<file path="config.mk">
export PLATFORM = sky130hd
export DESIGN_NAME = mig_cmd_issuer
export DESIGN_NICKNAME = d
export VERILOG_FILES = /design/src/rtl/mig_if_pkg.sv /design/src/rtl/mig_cmd_issuer.sv
export SDC_FILE = /design/constraint.sdc
export NUM_CORES = 1
export LEC_CHECK = 0
export CAP_MARGIN = 20
export CORE_AREA = 4 4 226 228
export CTS_BUF_LIST = sky130_fd_sc_hd__clkbuf_8
export DETAILED_ROUTE_END_ITERATION = 16
export DIE_AREA = 0 0 230 232
export PLACE_DENSITY_LB_ADDON = 0.25
export SETUP_SLACK_MARGIN = 0.05
export SLEW_MARGIN = 10
export SYNTH_ARGS = -nofsm -noshare
export SYNTH_HDL_FRONTEND = slang
export SYNTH_SLANG_ARGS = --single-unit
</file>
<file path="constraint.sdc">
create_clock -name clk -period 3.6 [get_ports clk]
set_clock_uncertainty 0.1 [all_clocks]
set_input_delay 0.72 -clock clk [delete_from_list [all_inputs] [get_ports clk]]
set_output_delay 0.72 -clock clk [all_outputs]
set_load 0.01 [all_outputs]
</file>
<file path="src/rtl/mig_if_pkg.sv">
// Shared MIG user-interface constants, request layout helpers and issuer state encoding.
package mig_if_pkg;

  localparam logic [2:0] CMD_WRITE = 3'b000;
  localparam logic [2:0] CMD_READ  = 3'b001;

  // Request word is {we, addr, wdata} with wdata in the LSBs.
  localparam int DATA_LSB = 0;

  function automatic int addr_lsb(input int data_w);
    return data_w;
  endfunction

  function automatic int we_bit(input int addr_w, input int data_w);
    return addr_w + data_w;
  endfunction

  typedef enum logic [0:0] {
    IDLE  = 1'b0,
    ISSUE = 1'b1
  } state_e;

endpackage

</file>
<file path="src/rtl/mig_cmd_issuer.sv">
// Pops one request at a time from the request FIFO, drives it onto the MIG app_* interface,
// tracks reads in flight and returns read data on a registered response port.
module mig_cmd_issuer
  import mig_if_pkg::*;
#(
  parameter int ADDR_W = 28,
  parameter int DATA_W = 128,
  parameter int MAX_RD = 4,
  parameter int CNT_W  = 3
) (
  input  logic                       clk,
  input  logic                       rst,
  input  logic                       calib_done,
  input  logic                       fifo_empty,
  input  logic [ADDR_W+DATA_W:0]     fifo_data,
  output logic                       fifo_pop,
  output logic                       app_en,
  output logic [2:0]                 app_cmd,
  output logic [ADDR_W-1:0]          app_addr,
  input  logic                       app_rdy,
  output logic [DATA_W-1:0]          app_wdf_data,
  output logic                       app_wdf_wren,
  output logic                       app_wdf_end,
  input  logic                       app_wdf_rdy,
  input  logic [DATA_W-1:0]          app_rd_data,
  input  logic                       app_rd_data_valid,
  output logic                       rsp_valid,
  output logic [DATA_W-1:0]          rsp_data,
  output logic                       busy,
  output logic                       err_underflow
);

  localparam int WE_BIT   = we_bit(ADDR_W, DATA_W);
  localparam int ADDR_LSB = addr_lsb(DATA_W);

  state_e              state_q, state_d;
  logic                req_we_q;
  logic [2:0]          req_cmd_q;
  logic [ADDR_W-1:0]   req_addr_q;
  logic [DATA_W-1:0]   req_data_q;
  logic                cmd_done_q, wdf_done_q;
  logic [CNT_W-1:0]    rd_cnt_q;
  logic                err_q;
  logic                rsp_valid_q;
  logic [DATA_W-1:0]   rsp_data_q;

  logic head_we, rd_room, pop;
  logic cmd_acc, wdf_acc, cmd_fin, wdf_fin, rd_inc, rd_dec;

  assign head_we = fifo_data[WE_BIT];
  assign rd_room = (rd_cnt_q < CNT_W'(MAX_RD));
  // Pop is gated by rst so nothing leaves the FIFO while the block is being reset.
  assign pop     = !rst && (state_q == IDLE) && calib_done && !fifo_empty && (head_we || rd_room);

  assign app_en       = (state_q == ISSUE) && !cmd_done_q;
  assign app_wdf_wren = (state_q == ISSUE) && req_we_q && !wdf_done_q;
  assign app_wdf_end  = app_wdf_wren;
  assign app_cmd      = req_cmd_q;
  assign app_addr     = req_addr_q;
  assign app_wdf_data = req_data_q;

  assign cmd_acc = app_en & app_rdy;
  assign wdf_acc = app_wdf_wren & app_wdf_rdy;
  assign cmd_fin = cmd_done_q | cmd_acc;
  assign wdf_fin = wdf_done_q | wdf_acc;
  assign rd_inc  = cmd_acc & ~req_we_q;
  assign rd_dec  = app_rd_data_valid;

  assign fifo_pop      = pop;
  assign busy          = (state_q != IDLE) || (rd_cnt_q != '0);
  assign err_underflow = err_q;
  assign rsp_valid     = rsp_valid_q;
  assign rsp_data      = rsp_data_q;

  always_comb begin
    state_d = state_q;
    case (state_q)
      IDLE:    if (pop) state_d = ISSUE;
      ISSUE:   if (cmd_fin && wdf_fin) state_d = IDLE;
      default: state_d = IDLE;
    endcase
  end

  always_ff @(posedge clk) begin
    if (rst) begin
      state_q     <= IDLE;
      req_we_q    <= 1'b0;
      req_cmd_q   <= '0;
      req_addr_q  <= '0;
      req_data_q  <= '0;
      cmd_done_q  <= 1'b0;
      wdf_done_q  <= 1'b0;
      rd_cnt_q    <= '0;
      err_q       <= 1'b0;
      rsp_valid_q <= 1'b0;
      rsp_data_q  <= '0;
    end else begin
      state_q <= state_d;
      if (pop) begin
        req_we_q   <= head_we;
        req_cmd_q  <= head_we ? CMD_WRITE : CMD_READ;
        req_addr_q <= fifo_data[ADDR_LSB +: ADDR_W];
        req_data_q <= fifo_data[DATA_LSB +: DATA_W];
        cmd_done_q <= 1'b0;
        wdf_done_q <= ~head_we;
      end else if (state_q == ISSUE) begin
        cmd_done_q <= cmd_fin;
        wdf_done_q <= wdf_fin;
      end
      // Simultaneous accept and return cancel; a lone return at zero flags underflow.
      if (rd_inc && !rd_dec) begin
        rd_cnt_q <= rd_cnt_q + CNT_W'(1);
      end else if (rd_dec && !rd_inc) begin
        if (rd_cnt_q == '0) err_q <= 1'b1;
        else                rd_cnt_q <= rd_cnt_q - CNT_W'(1);
      end
      rsp_valid_q <= app_rd_data_valid;
      if (app_rd_data_valid) rsp_data_q <= app_rd_data;
    end
  end

endmodule

</file>
==> impl_results.md <==
* Status: finished clean
* Routed wire length at roughly 44 mm
* Max-slew headroom at between 30% and 40%
* Final hold vios at 0
* Fin. max-slew vios at 0
* PortBufs at ~580
* Clk_lat worst skew at around 0.61 ns
* Sequential cell area fraction in the yosys report at 54.51%
* Reg2reg path depth at 9
* Ys Warns at 0
* Setup-failing EPs final at 0
* Initial DRC Count at slightly above 600
* M1 WL at 17.18 mm
* Wire length on met3 at slightly above 3 mm
* Gr ovfl total at 0
* Avg Cell Area, Syn at between 9 and 10 µm²
* CTS resizes at 0
* Top cells by area, synth: dfxtp_1 55%, mux2i_1 12%, a21oi_1 7.5%
* # DRC at 0
* Clock root buffer: clkbuf_8
* Met2 wire len at between 20 and 25 mm
* Die width at approximately 230 µm
* Full die area at approximately 53,000 µm²
* Worst hold margin at 0.2774 ns
* Total CTS buffers at 56
* Tcrit/Tclk final at about nine tenths
* Postcts setup bufs at 0
* Final sum of negative setup slack at 0 ns
* Final ANT Viol Nets at 0
* Crit path kind: in -> out
* Fillers at a little under 5,000
* R2R Setup Slk at about 1.1 ns
* Worst IR drop on VDD at roughly 0.00032 V
* Vias in the first global route at approximately 11,000
* Nets@finish at 2,021
* Max Cap Violations at 0
* Synthesis-to-finish area growth at 71.05%
* Flops & latches, synth at around 290
* Largest family of logic cells by synthesized area: compound AO/OA/AOI/OAI gates
* Initial Util at 22.10%
* Multiplexer share of the synthesized area at a little under an eighth
* Initial antenna violation count at 5
* Hold path depth at 3
* Critical path's slowest cell: clkdlybuf4s50_1
* WL per Instance at about 18 µm
* RSZ-0062 raised after global routing: no
* Origin of the critical flop-to-flop path: state_q
* DR vias at 10,710
* Synth Area in XOR/XNOR at less than 1%
* Crit path required time at roughly 2.8 ns
* Worst hold path endpoint: rsp_valid
* Clock buffer depth at 3
* Largest net degree at the start of global routing at 200
* Crit path cell chain: clkdlybuf4s50_1, or4b_4, nor2_1, clkdlybuf4s50_1
* Peak fanout along the critical path at 2
* Gpl congestion at around 0.78
* Leading area contributor after synthesis: dfxtp_1
* Row cnt at just over 80
* CTS tree: yes
* All-Layer GR Usage at between 10% and 20%
* Cell repeated most along the worst path: clkdlybuf4s50_1
* DP Wirelength at approximately 30 mm
* Pleak at roughly 7 nW
* Number of placed I/O pins at 586
* Setup crit end kind: primary output
* R2r endpoint: rd_cnt_q[2]
* Post-synthesis compound-gate area fraction at 15.22%
* Netlist cell types at 31
* Syn Std Cell Area at about 11,000 µm²
* Min-delay src: app_rd_data_valid
* Reg clk slew, reported paths at about 0.05 ns
* Least-Margin Pin Slew at ~1.0 ns
* Startpoint Class: input pin
* Global-route wire length before repair at roughly 65 mm
* Avg Vias per Cell at approximately 4.4
* Post-Synth Adder-Cell Area at less than 1%
* Fraction of layout cells with a size suffix above 1 at under 10%
* CTS hold repair buffers at 0
* Final core utilization at between 30% and 40%
* Hold crit path type: in -> reg
* Mapped Cells at between 1,000 and 1,500
* Crit-path max cell delay at about 0.56 ns
* Highest clock rate at between 300 and 400 MHz
* Crit path time final at around 3.3 ns
* CTS H-Tree Depth at 2
* Critical Path AT at roughly 2.5 ns
* Die height at ~230 µm
* Drt first pass iters at 5
* Cell Pwr Density at ~440 nW/µm²
* Sinks on Clock Net at ~300
* Yosys top cell area share at 54.51%
* Core Footprint at ~50,000 µm²
* Simple-gate share of the synthesized area at roughly an eighth
* Top layer in use: met5
[sequential cells by signal, summed over array words and instances (netlist names)]
name,cells
app_cmd,1
req_we_q,1
rd_cnt_q,3
err_underflow,1
wdf_done_q,1
rsp_valid,1
state_q,1
rsp_data,128
app_addr,28
app_wdf_data,128
cmd_done_q,1
[final cells by class]
class	instances	area (µm²)	share of cell area, %
clock inverters	25	158.9	0.8604
clock buffers	75	1032	5.589
well taps	664	830.8	4.499
multi-input cells	768	4418	23.92
diodes	4	10.01	0.05420
inverters	5	18.77	0.1016
repair buffers	601	6113	33.10
flip-flops and latches	294	5886	31.87
[synth_stat cells (all sizes together)]
master   instances
conb             1
nor2b            3
a21oi          161
fa               1
clkbuf          88
o221a            1
o31ai            1
nand2b           3
buf             33
mux2i          128
a2bb2oi          1
or4              1
dfxtp          294
ha               2
nor4             1
o21ai          159
nor2           134
nor3             2
nand2            4
a31oi            1
inv              5
xor2             1
or3              2
a21o             1
nand3b           1
nand3          156
or4b             1
nor4b            1
[worst max path at each step]
stage                                 start     endpoint  slack, ns  cells past startpoint
after global routing             fifo_empty     fifo_pop       0.27                      4
after detailed placement         fifo_empty     fifo_pop       0.33                      4
final                            fifo_empty     fifo_pop       0.33                      4
after CTS                        fifo_empty     fifo_pop       0.32                      4
after floorplan           app_rd_data_valid  rd_cnt_q[2]       0.71                     10
after global placement           fifo_empty     fifo_pop       0.31                      4
[where the power goes]
group          switching (mW)  leakage [nW]  internal, mW
combinational           0.554          3.83         0.706
clock                    1.46         0.681          1.99
sequential             0.0815          2.41          3.41
[kinds of logic (layout without fill, tap and decap cells)]
logic type,after synthesis,after routing
AND/OR/NAND/NOR,309,309
buffers and inverters,126,706
XOR/XNOR,1,1
multiplexers,128,128
flip-flops,294,294
other,1,6
adder cells (fa/ha/maj),3,3
AO/OA/AOI/OAI,325,325
[critical path, delay by kind of cell]
family	cells	cell delay, ns
buffers and inverters	2	1.03
and+or+nand+nor	2	0.70
[cell usage in the layout, fill, tap and decap left out, types with 4 or more instances in the layout]
master	netlist	layout
clkbuf_8	0	76
clkdlybuf4s50_1	0	581
o21ai_0	159	159
nand3_1	156	156
inv_1	5	21
buf_12	0	11
buf_4	3	7
nand2_1	4	4
clkinv_2	0	6
a21oi_1	161	161
diode_2	0	4
nor2_1	134	134
dfxtp_1	294	294
mux2i_1	128	128
[through the flow]
stage	setup slack (ns)	instances	power [mW]	cell area, µm²
6_report	0.3345	2436	8.200	18470
5_1_grt	0.2673	2435	8.616	18470
4_1_cts	0.3195	2432	8.360	18460
3_5_place_dp	0.3265	2332	4.828	17270
3_3_place_gp	0.3062	2332	4.816	17270
2_1_floorplan	0.7078	1188	4.032	10800
[layer usage]
layer  GRT usage [%]  vias up
met5               0        -
met4           5.406        2
met3           4.919       70
met2           26.70      339
met1           17.50     5083
li1                -     5211
Power figures use the tool's default switching activity.
